File: config.mk
export PLATFORM = sky130hd
export DESIGN_NAME = fa_chk_misr
export DESIGN_NICKNAME = d
export VERILOG_FILES = /design/src/rtl/fa_chk_pkg.sv /design/src/rtl/fa_chk_misr.sv
export SDC_FILE = /design/constraint.sdc
export NUM_CORES = 1
export LEC_CHECK = 0
export ABC_AREA = 1
export ABC_CLOCK_PERIOD_IN_PS = 1450
export BUFFER_PORTS_ARGS = -buffer_cell sky130_fd_sc_hd__clkbuf_2
export CAP_MARGIN = 20
export CORE_AREA = 2 2 39 41
export DETAILED_ROUTE_END_ITERATION = 6
export DIE_AREA = 0 0 41 43
export PLACE_DENSITY_LB_ADDON = 0.08
export SLEW_MARGIN = 30
export SYNTH_ARGS = -nofsm -noshare
export SYNTH_HDL_FRONTEND = slang
export SYNTH_SLANG_ARGS = --single-unit
File: constraint.sdc
create_clock -name clk -period 1.45 [get_ports clk]
set_input_delay 0.2175 -clock clk [delete_from_list [all_inputs] [get_ports clk]]
set_output_delay 0.2175 -clock clk [all_outputs]
set_load 0.02 [all_outputs]
File: src/rtl/fa_chk_pkg.sv
// Shared types and constants for the full-adder response checker.
// Holds the run FSM states, vector count, MISR polynomial and the golden full-adder model.
package fa_chk_pkg;

  typedef enum logic [1:0] {
    IDLE = 2'd0,
    RUN  = 2'd1,
    DONE = 2'd2
  } chk_state_e;

  localparam int unsigned VEC_COUNT = 8;
  localparam logic [2:0]  LAST_IDX  = 3'(VEC_COUNT - 1);
  localparam logic [7:0]  MISR_POLY = 8'h1D;  // x^8+x^4+x^3+x^2+1

  typedef struct packed {
    logic s;
    logic cout;
  } fa_resp_t;

  function automatic fa_resp_t fa_expected(input logic a, input logic b, input logic cin);
    fa_resp_t r;
    r.s    = a ^ b ^ cin;
    r.cout = (a & b) | (a & cin) | (b & cin);
    return r;
  endfunction

endpackage

File: src/rtl/fa_chk_misr.sv
// 8-bit multiple-input signature register compacting {cout, s} responses.
// Left-shifting Galois form: MSB feedback folds in MISR_POLY, data enters bits [1:0].
module fa_chk_misr
  import fa_chk_pkg::*;
#(
  parameter logic [7:0] SEED = 8'hFF
) (
  input  logic       clk,
  input  logic       rst,
  input  logic       load,
  input  logic       en,
  input  logic [1:0] data,
  output logic [7:0] sig
);

  logic [7:0] misr_q, misr_d;

  always_comb begin
    misr_d = {misr_q[6:0], 1'b0} ^ (misr_q[7] ? MISR_POLY : 8'h00) ^ {6'b0, data};
  end

  always_ff @(posedge clk or posedge rst) begin
    if (rst) begin
      misr_q <= SEED;
    end else if (load) begin
      misr_q <= SEED;
    end else if (en) begin
      misr_q <= misr_d;
    end
  end

  assign sig = misr_q;

endmodule

; ---- Word level (Yosys, flattened, before mapping)
; Cells that the tools add are included.
[op_classes]
n_mux = 3
bitwise_logic = 2
n_reduce_logical = 1
[ops]
columns = cell, n
row1 = 8-bit 2-to-1 mux, 2
row2 = 8-bit by 2-bit bitwise XOR with 8-bit output, 1
row3 = 8-bit by 5-bit bitwise XOR with 8-bit output, 1
row4 = 5-bit 2-to-1 mux, 1
row5 = 2-bit nonzero test, 1
[word_totals]
register_bits = 8
output_inout_bits = 8
word_cells = 7

; ---- Depth between registers and ports, before layout
; Gate-level depths: netlist of the first run.
[depth]
word_depth = 5
ltp_mapped = 5
mapped_depth_nobuf = 5

; ---- Least setup slack after synthesis of the first run
; No wires, ideal clock.
[synth_timing]
path_kind = register -> register
start = register misr_q[7], in the netlist sig[7]
end = register misr_q[2], in the netlist sig[2]
setup_ns = 0.078
t_arrival_ns = 0.855
path_slack_ns = 0.517
stages_incl_launch_ff = 6
period_less_slack_ns = 0.933
path_cell_list = dfstp_2 inv_2 nand2_1 nand2_1 nand2_1 nand2_1
[synth_between]
elab_chain_len = 5
[synth_rtl]
columns = item, line
row1 = "start, declared", fa_chk_misr.sv:16  ; logic [7:0] misr_q, misr_d;
row2 = "start signal, assigned", fa_chk_misr.sv:28  ; misr_q <= misr_d;
row3 = 5-bit 2-to-1 mux, fa_chk_misr.sv:19  ; misr_d = {misr_q[6:0], 1'b0} ^ (misr_q[7] ? MISR_POLY : 8'h00) ^ {6'b0, data};
row4 = 8-bit by 5-bit bitwise XOR with 8-bit output, fa_chk_misr.sv:19
row5 = 8-bit by 2-bit bitwise XOR with 8-bit output, fa_chk_misr.sv:19
row6 = 8-bit 2-to-1 mux, fa_chk_misr.sv:27  ; end else if (en) begin
row7 = 8-bit 2-to-1 mux, fa_chk_misr.sv:25  ; end else if (load) begin
; Every way passes these cells. The select of a mux whose other input is x is not followed.
; A chain may end at the register's enable or synchronous reset.

; ---- Worst setup path in the final report of the first run
[layout_timing]
start = register misr_q[7], in the netlist sig[7]
end = output port sig[7]
[layout_lines]
columns = item, line
row1 = "end, declared", fa_chk_misr.sv:13  ; output logic [7:0] sig
; No word-level cell between the ends.

==> results.py, run 1 <==
metrics = {
    "sta": {
        "hold_viol_final": 0,
        "skew_ns": 0.00180,
        "clock.fmax_mhz": 819,
        "setup_viol": 0,
        "finalSetupTns_ns": 0,
        "worst_slew_pin_slew_ns": 0.326,
        "relSlewSlack_pct": 78.2,
        "final_max_slew_viol_count": 0,
        "finalCriticalPeriod_ns": 1.22,
        "period_share_pct": 84.2,
        "rsz0062_at_grt": "no",
    },
    "power": {
        "internal-power_uw": 384,
        "switching_share_pct": 29.2,
        "pwr_density_cell_mw_per_mm2": 1060,
        "pwr-share-clk_pct": 31.0,
        "ir_worst_vdd_uv": 409,
        "switchingPower_uw": 159,
        "combPwrFrac_pct": 19.3,
        "pwr-share-seq_pct": 49.7,
        "power_uw": 542,
        "power.leakage_uw": 0.000294,
    },
    "drt": {
        "drc": 0,
        "drt-total-wl_um": 854,
        "drt_iter0_drc": 4,
        "vias": 376,
        "wl_per_cell_um": 9.82,
        "viasPerCell": 4.32,
        "firstDrtPassIters": 4,
        "drt.antenna.violating_nets": 0,
    },
    "grt": {
        "grt_pass1_wl_um": 1430,
        "grt.total_usage_pct": 12.4,
        "grt_overflow": 0,
        "grt_max_degree": 11,
        "grt_pass1_vias": 366,
        "grt_antenna_before_repair": 0,
    },
    "clock_tree": {
        "cts_hold_buffers": 0,
        "cts_resized": 0,
        "root_buffer": "clkbuf_4",
        "cts_tree": "done",
        "clk_pin_slew_ns": 0.05,
        "htree_num_levels": 1,
        "numCtsBuffers": 3,
        "insertion_delay_ns": 0.25,
        "cts.sinks": 8,
        "clk_path_buf_depth": 2,
        "cts_setup_buffers": 0,
    },
    "layout": {
        "largest_reg_flops": 8,
        "drive_gt1_share_pct": 36.6,
        "area_delta_synth_final_pct": 21.8,
        "multiInputGateArea_um2": 154,
        "final_core_util_pct": 36.9,
        "fin_nets": 79,
        "register_area_um2": 210,
        "nFillCells": 155,
        "n_antenna_cell": 0,
    },
    "synth": {
        "syn-instance-count": 57,
        "syn-num-nets": 63,
        "ys_seq_elements": 8,
        "synthAdderAreaFrac_pct": 0,
        "synth_top_family_by_area": "simple AND/OR/NAND/NOR gates",
        "yosysWarnings": 0,
        "avgSynthCellArea_um2": 7.35,
        "yosysSeqAreaShare_pct": 50.1,
        "yosys.area_share.simple_pct": 26.0,
        "synthMuxAreaShare_pct": 0,
        "syn_area_um2": 419,
        "synth_xor_area_share_pct": 0,
        "synth_cell_types": 9,
        "synth_compound_area_share_pct": 10.7,
    },
    "floorplanning": {
        "die_w_um": 41,
        "ioPinCount": 14,
        "start_util_pct": 30.3,
        "chipHeight_um": 43,
        "die_area_mm2": 0.00176,
        "core_mm2": 0.00138,
        "rows": 14,
    },
    "outcome": {
        "status": "completed",
    },
    "placed_design": {
        "gp_congestion": 0.623,
        "io_buffers": 13,
        "hpwl_um": 631,
    },
    "worst_setup_path": {
        "crit_arrival_ns": 1.00,
        "reg2reg_from": "sig[7]",
        "path_cells": "clkbuf_2",
        "timing.rr.end": "sig[0]",
        "worst-r2r-cell-count": 5,
        "cpMaxStageDelayCell": "dfstp_2",
        "crit_family": "flip-flops",
        "crit_path_start_kind": "register",
        "path_buf_inv": 1,
        "crit_path_max_fanout": 6,
        "worstPathRequired_ns": 1.23,
        "slowest_delay_ns": 0.57,
        "end_kind": "output port",
        "worst-path-stages": 1,
        "r2r_slack_ns": 0.52,
        "critPathKind": "register to output port",
    },
    "worst_hold_path": {
        "hp-class": "input port to async pin",
    },
    "flow_run": {
        "max_cap_viol_count": 0,
    },
}
==> final cells by class <==
cell class | instances | area share, %
repair buffers | 13 | 12.7
clock buffers | 3 | 4.41
multi-input cells | 38 | 30.1
flip-flops and latches | 8 | 41.2
well taps | 16 | 3.92
inverters | 9 | 7.60
==> logic make-up (layout without fill, tap and decap cells) <==
group / Yosys count / in the layout
and+or+nand+nor: 29 / 29
buffers and inverters: 11 / 25
AOI/OAI and AO/OA: 9 / 9
DFF: 8 / 8
==> layer usage <==
metal	wire, um	vias up	GRT usage (%)	share of wire (%)
li1	-	201	-	-
met1	438	164	15.2	51
met2	362	9	17.5	42
met3	42	2	3.14	4.9
met4	11	0	10.0	1.3
met5	0	-	0	0
==> synthesized netlist by cell type <==
library cell,n,area (um^2)
dfstp_2,8,210
inv_2,1,3.75
inv_1,7,26.3
a21oi_1,8,40.0
nand2_1,29,109
buf_6,1,11.3
buf_2,1,5.00
o21ai_1,1,5.00
inv_6,1,8.76
==> cells in the final DEF (no fill, tap or decap) <==
cell	synthesis	layout
clkbuf_4	0	3
a21oi_1	8	8
o21ai_1	1	1
nand2_1	29	29
inv_1	7	7
clkbuf_2	0	13
dfstp_2	8	8
inv_6	1	1
inv_2	1	1
==> worst max path at each step <==
stage / from / end / slack, ns
floorplan: sig[7] / sig[2] / 0.52
global placement: sig[7] / sig[7] / 0.50
detailed placement: sig[7] / sig[7] / 0.49
CTS: sig[7] / sig[7] / 0.21
global route: sig[7] / sig[7] / 0.19
finish: sig[7] / sig[7] / 0.23
==> power groups by stage <==
stage	clock (uW)	sequential [uW]	combinational, uW
final	168	270	104
after global routing	186	273	119
after global placement	0	273	106
after floorplan	0	293	54.0
after detailed placement	0	273	106
after CTS	179	270	106
==> per-stage QoR <==
step / hold WS [ns] / std cells / setup slack [ns] / instance area [um^2]
global placement: 0.458 / 84 / 0.499 / 488
finish: 0.159 / 87 / 0.229 / 510
floorplan: 0.260 / 57 / 0.517 / 419
CTS: 0.170 / 87 / 0.213 / 510
global route: 0.207 / 87 / 0.189 / 510
detailed placement: 0.445 / 84 / 0.492 / 488
Power figures use the tool's default switching activity.
==> run 2, diff against run 1 <==
--- a/config.mk
+++ b/config.mk
@@ -6,7 +6,7 @@
 export NUM_CORES = 1
 export LEC_CHECK = 0
 export ABC_AREA = 1
-export ABC_CLOCK_PERIOD_IN_PS = 1450
+export ABC_CLOCK_PERIOD_IN_PS = 1200
 export BUFFER_PORTS_ARGS = -buffer_cell sky130_fd_sc_hd__clkbuf_2
 export CAP_MARGIN = 20
 export CORE_AREA = 2 2 39 41
==> constraint.sdc (replaced) <==
create_clock -name clk -period 1.2 [get_ports clk]
set_input_delay 0.18 -clock clk [delete_from_list [all_inputs] [get_ports clk]]
set_output_delay 0.18 -clock clk [all_outputs]
set_load 0.02 [all_outputs]
==> results.py, run 2 (synthesized netlist as in run 1, its figures left out) <==
metrics = {
    "grt": {
        "grt_antenna_before_repair": 0,
        "grt_max_degree": 11,
        "grt_pass1_wl_um": 1440,
        "grt_overflow": 0,
        "grt_pass1_vias": 356,
        "grt.total_usage_pct": 12.8,
    },
    "worst_setup_path": {
        "crit_path_max_fanout": 4,
        "crit_arrival_ns": 0.98,
        "r2r_slack_ns": 0.19,
        "end_kind": "output port",
        "slowest_delay_ns": 0.55,
        "path_buf_inv": 1,
        "cpMaxStageDelayCell": "dfstp_2",
        "reg2reg_from": "sig[7]",
        "timing.rr.end": "sig[0]",
        "worst-r2r-cell-count": 6,
        "critPathKind": "register to output port",
        "crit_family": "flip-flops",
        "crit_path_start_kind": "register",
        "worstPathRequired_ns": 1.02,
        "path_cells": "clkbuf_2",
    },
    "layout": {
        "final_common_cell": "nand2_1",
        "layout_common_cells": "29 x nand2_1, 12 x clkbuf_2, 8 x a21oi_1, 8 x dfstp_2, 7 x inv_1",
        "n_antenna_cell": 0,
        "area_delta_synth_final_pct": 24.2,
        "fin_area_um2": 520,
        "fin_nets": 80,
        "drive_gt1_share_pct": 37.5,
        "largest_reg_flops": 8,
        "nFillCells": 158,
    },
    "drt": {
        "drc": 0,
        "drt-total-wl_um": 895,
        "vias": 376,
        "drt.antenna.violating_nets": 0,
        "firstDrtPassIters": 3,
        "drt_iter0_drc": 4,
        "viasPerCell": 4.27,
        "wl_per_cell_um": 10.2,
    },
    "sta": {
        "clock.fmax_mhz": 864,
        "final_max_slew_viol_count": 0,
        "finalSetupTns_ns": 0,
        "hold_viol_final": 0,
        "skew_ns": 0.00283,
        "period_share_pct": 96.5,
        "relSlewSlack_pct": 78.0,
        "setup_viol": 0,
        "rsz0062_at_grt": "no",
        "finalCriticalPeriod_ns": 1.16,
        "worst_slew_pin_slew_ns": 0.330,
    },
    "power": {
        "switching_share_pct": 29.8,
        "pwr-share-seq_pct": 48.6,
        "pwr-share-clk_pct": 31.4,
        "switchingPower_uw": 198,
        "ir_worst_vdd_uv": 513,
        "combPwrFrac_pct": 20.0,
        "power.leakage_uw": 0.000299,
        "pwr_density_cell_mw_per_mm2": 1280,
        "internal-power_uw": 467,
    },
    "clock_tree": {
        "root_buffer": "clkbuf_4",
        "cts_hold_buffers": 0,
        "clk_path_buf_depth": 2,
        "cts_tree": "done",
        "cts.sinks": 8,
        "htree_num_levels": 1,
        "clk_pin_slew_ns": 0.06,
        "insertion_delay_ns": 0.25,
        "numCtsBuffers": 3,
    },
    "placed_design": {
        "hpwl_um": 635,
        "place_area_um2": 488,
        "gp_congestion": 0.659,
        "io_buffers": 13,
    },
    "floorplanning": {
        "chipHeight_um": 43,
        "start_util_pct": 30.3,
        "rows": 14,
        "die_area_mm2": 0.00176,
        "ioPinCount": 14,
        "core_mm2": 0.00138,
        "die_w_um": 41,
    },
    "flow_run": {
        "max_cap_viol_count": 0,
    },
    "outcome": {
        "status": "completed",
    },
    "worst_hold_path": {
        "hp-class": "input port to async pin",
    },
}
==> run 2: changes by cell type in the layout (fill, tap and decap cells not counted), sizes merged <==
cell | before | now
buf | 0 | 1
==> run 2: per-stage QoR <==
| stage | cells | setup WS (ns) | hold WS, ns | power (uW) | utilization [%] |
|---|---|---|---|---|---|
| final | 88 | 0.0425 | 0.119 | 666 | 37.6 |
| after global routing | 88 | 0.00125 | 0.169 | 707 | 37.6 |
| after CTS | 88 | 0.0318 | 0.137 | 681 | 37.6 |
| after detailed placement | 84 | 0.269 | 0.421 | 459 | 35.3 |
| after global placement | 84 | 0.279 | 0.419 | 458 | 35.3 |
| after floorplan | 57 | 0.267 | 0.223 | 419 | - |
==> run 2: worst max-delay path by stage <==
stage          cells after the start  endpoint    from
2_1_floorplan                      5    sig[2]  sig[7]
3_3_place_gp                       5    sig[0]  sig[7]
3_5_place_dp                       5    sig[0]  sig[7]
4_1_cts                            1    sig[1]  sig[1]
5_1_grt                            1    sig[1]  sig[1]
6_report                           1    sig[3]  sig[3]
==> run 2: area by class of cell <==
cell class	count	area [um^2]	area share (%)
Sequential cell	8	210	40.4
Multi-Input combinational cell	38	154	29.6
Timing Repair Buffer	14	75.1	14.4
Inverter	9	38.8	7.45
Clock buffer	3	22.5	4.33
Tap cell	16	20.0	3.85
==> run 2: layer usage <==
layer | track usage (%) | vias to the layer above | wire length (um)
li1 | - | 203 | -
met1 | 15.7 | 162 | 441
met2 | 17.2 | 9 | 395
met3 | 3.14 | 2 | 47
met4 | 12.0 | 0 | 11
met5 | 0 | - | 0
==> run 2: repair_timing <==
action / 4_1_cts / 5_1_grt
endpoints found under the setup margin: 1 / 0
buffers inserted: 1 / 0
resized for setup: 1 / 0
==> run 2: power groups by stage <==
stage          logic (uW)  clock network, uW  registers [uW]
2_1_floorplan        65.2                  0             354
3_3_place_gp          128                  0             330
3_5_place_dp          129                  0             330
4_1_cts               136                222             324
5_1_grt               150                229             328
6_report              133                209             324
==> run 3, diff against run 2 <==
--- a/config.mk
+++ b/config.mk
@@ -12,6 +12,7 @@
 export CORE_AREA = 2 2 39 41
 export DETAILED_ROUTE_END_ITERATION = 6
 export DIE_AREA = 0 0 41 43
+export HOLD_SLACK_MARGIN = 0.15
 export PLACE_DENSITY_LB_ADDON = 0.08
 export SLEW_MARGIN = 30
 export SYNTH_ARGS = -nofsm -noshare
==> results.py, run 3 (synthesized netlist as in run 1, its figures left out) <==
metrics = {
    "outcome": {
        "status": "completed",
    },
    "sta": {
        "hold_viol_final": 0,
        "holdWs_ns": 0.215,
        "finalSetupTns_ns": 0,
        "final_max_slew_viol_count": 0,
        "setup_viol": 0,
        "skew_ns": 0.00283,
        "clock.fmax_mhz": 864,
        "relSlewSlack_pct": 78.0,
        "rsz0062_at_grt": "no",
        "period_share_pct": 96.5,
        "worst_slew_pin_slew_ns": 0.330,
        "finalCriticalPeriod_ns": 1.16,
    },
    "worst_hold_path": {
        "min_to": "sig[1]",
        "min_path_cells": 5,
        "hp-start": "data[1]",
        "hp-class": "input port to register",
    },
    "power": {
        "power.leakage_uw": 0.000304,
        "power_uw": 668,
        "pwr_density_cell_mw_per_mm2": 1260,
        "ir_worst_vdd_uv": 513,
    },
    "drt": {
        "drt-total-wl_um": 900,
        "drc": 0,
        "drt_iter0_drc": 4,
        "firstDrtPassIters": 3,
        "vias": 382,
        "wl_per_cell_um": 10.1,
        "viasPerCell": 4.29,
        "drt.antenna.violating_nets": 0,
    },
    "placed_design": {
        "hpwl_um": 635,
        "io_buffers": 13,
        "gp_congestion": 0.659,
    },
    "layout": {
        "largest_reg_flops": 8,
        "drive_gt1_share_pct": 37.0,
        "fin_nets": 81,
        "area_delta_synth_final_pct": 26.6,
        "final_common_cell": "nand2_1",
        "layout_common_cells": "29 x nand2_1, 12 x clkbuf_2, 8 x a21oi_1, 8 x dfstp_2, 7 x inv_1",
        "n_antenna_cell": 0,
    },
    "worst_setup_path": {
        "r2r_slack_ns": 0.19,
        "critPathKind": "register to output port",
        "crit_path_start_kind": "register",
        "crit_family": "flip-flops",
        "crit_path_max_fanout": 4,
        "path_cells": "clkbuf_2",
        "slowest_delay_ns": 0.55,
        "reg2reg_from": "sig[7]",
        "crit_arrival_ns": 0.98,
        "end_kind": "output port",
        "cpMaxStageDelayCell": "dfstp_2",
        "timing.rr.end": "sig[0]",
        "path_buf_inv": 1,
        "worst-r2r-cell-count": 6,
        "worstPathRequired_ns": 1.02,
    },
    "floorplanning": {
        "die_area_mm2": 0.00176,
        "die_w_um": 41,
        "chipHeight_um": 43,
        "rows": 14,
        "core_mm2": 0.00138,
        "start_util_pct": 30.3,
        "ioPinCount": 14,
    },
    "grt": {
        "grt_pass1_wl_um": 1460,
        "grt_max_degree": 11,
        "grt_pass1_vias": 368,
        "grt.total_usage_pct": 13.0,
        "grt_overflow": 0,
        "grt_antenna_before_repair": 0,
    },
    "clock_tree": {
        "clk_pin_slew_ns": 0.06,
        "numCtsBuffers": 3,
        "clk_path_buf_depth": 2,
        "cts_tree": "done",
        "cts.sinks": 8,
        "htree_num_levels": 1,
        "root_buffer": "clkbuf_4",
        "insertion_delay_ns": 0.25,
    },
    "flow_run": {
        "max_cap_viol_count": 0,
    },
}
run 3: final cells by class:
cell class,instances,area (um^2)
flip-flops and latches,8,210
repair buffers,15,85.1
well taps,16,20.0
fillers,156,853
clock buffers,3,22.5
inverters,9,38.8
multi-input cells,38,154
run 3: how the worst max path moves through the flow:
stage,startpoint,end,cells past startpoint
floorplan,sig[7],sig[2],5
global route,sig[1],sig[1],1
detailed placement,sig[7],sig[0],5
CTS,sig[1],sig[1],1
global placement,sig[7],sig[0],5
finish,sig[3],sig[3],1
run 3: power by group:
part	total (uW)	internal, uW	switching (uW)	leakage (uW)
logic	136	48.8	86.8	0.000205
clock network	209	115	94.2	0.0000138
registers	324	306	17.5	0.0000843
total	668	470	199	0.000304
run 3: per-layer routing:
layer | wire length, um | global-route usage [%] | vias to the layer above | part of all wire (%)
met2 | 397 | 17.8 | 9 | 44
met4 | 11 | 12.0 | 0 | 1.2
met5 | 0 | 0 | - | 0
met1 | 444 | 15.7 | 166 | 49
met3 | 47 | 3.14 | 2 | 5.2
li1 | - | - | 205 | -
run 3: metrics by stage:
step	cells	area, um^2	setup slack [ns]	utilization, %
4_1_cts	89	531	0.0318	38.3
5_1_grt	89	531	0.00125	38.3
3_5_place_dp	84	488	0.269	35.3
2_1_floorplan	57	419	0.267	-
6_report	89	531	0.0425	38.3
3_3_place_gp	84	488	0.279	35.3
run 3: repair_timing:
action | CTS | global route
hold endpoints to repair | 8 | 0
resized for setup | 1 | 0
hold buffers | 1 | 0
buffers inserted | 1 | 0
endpoints found under the setup margin | 1 | 0
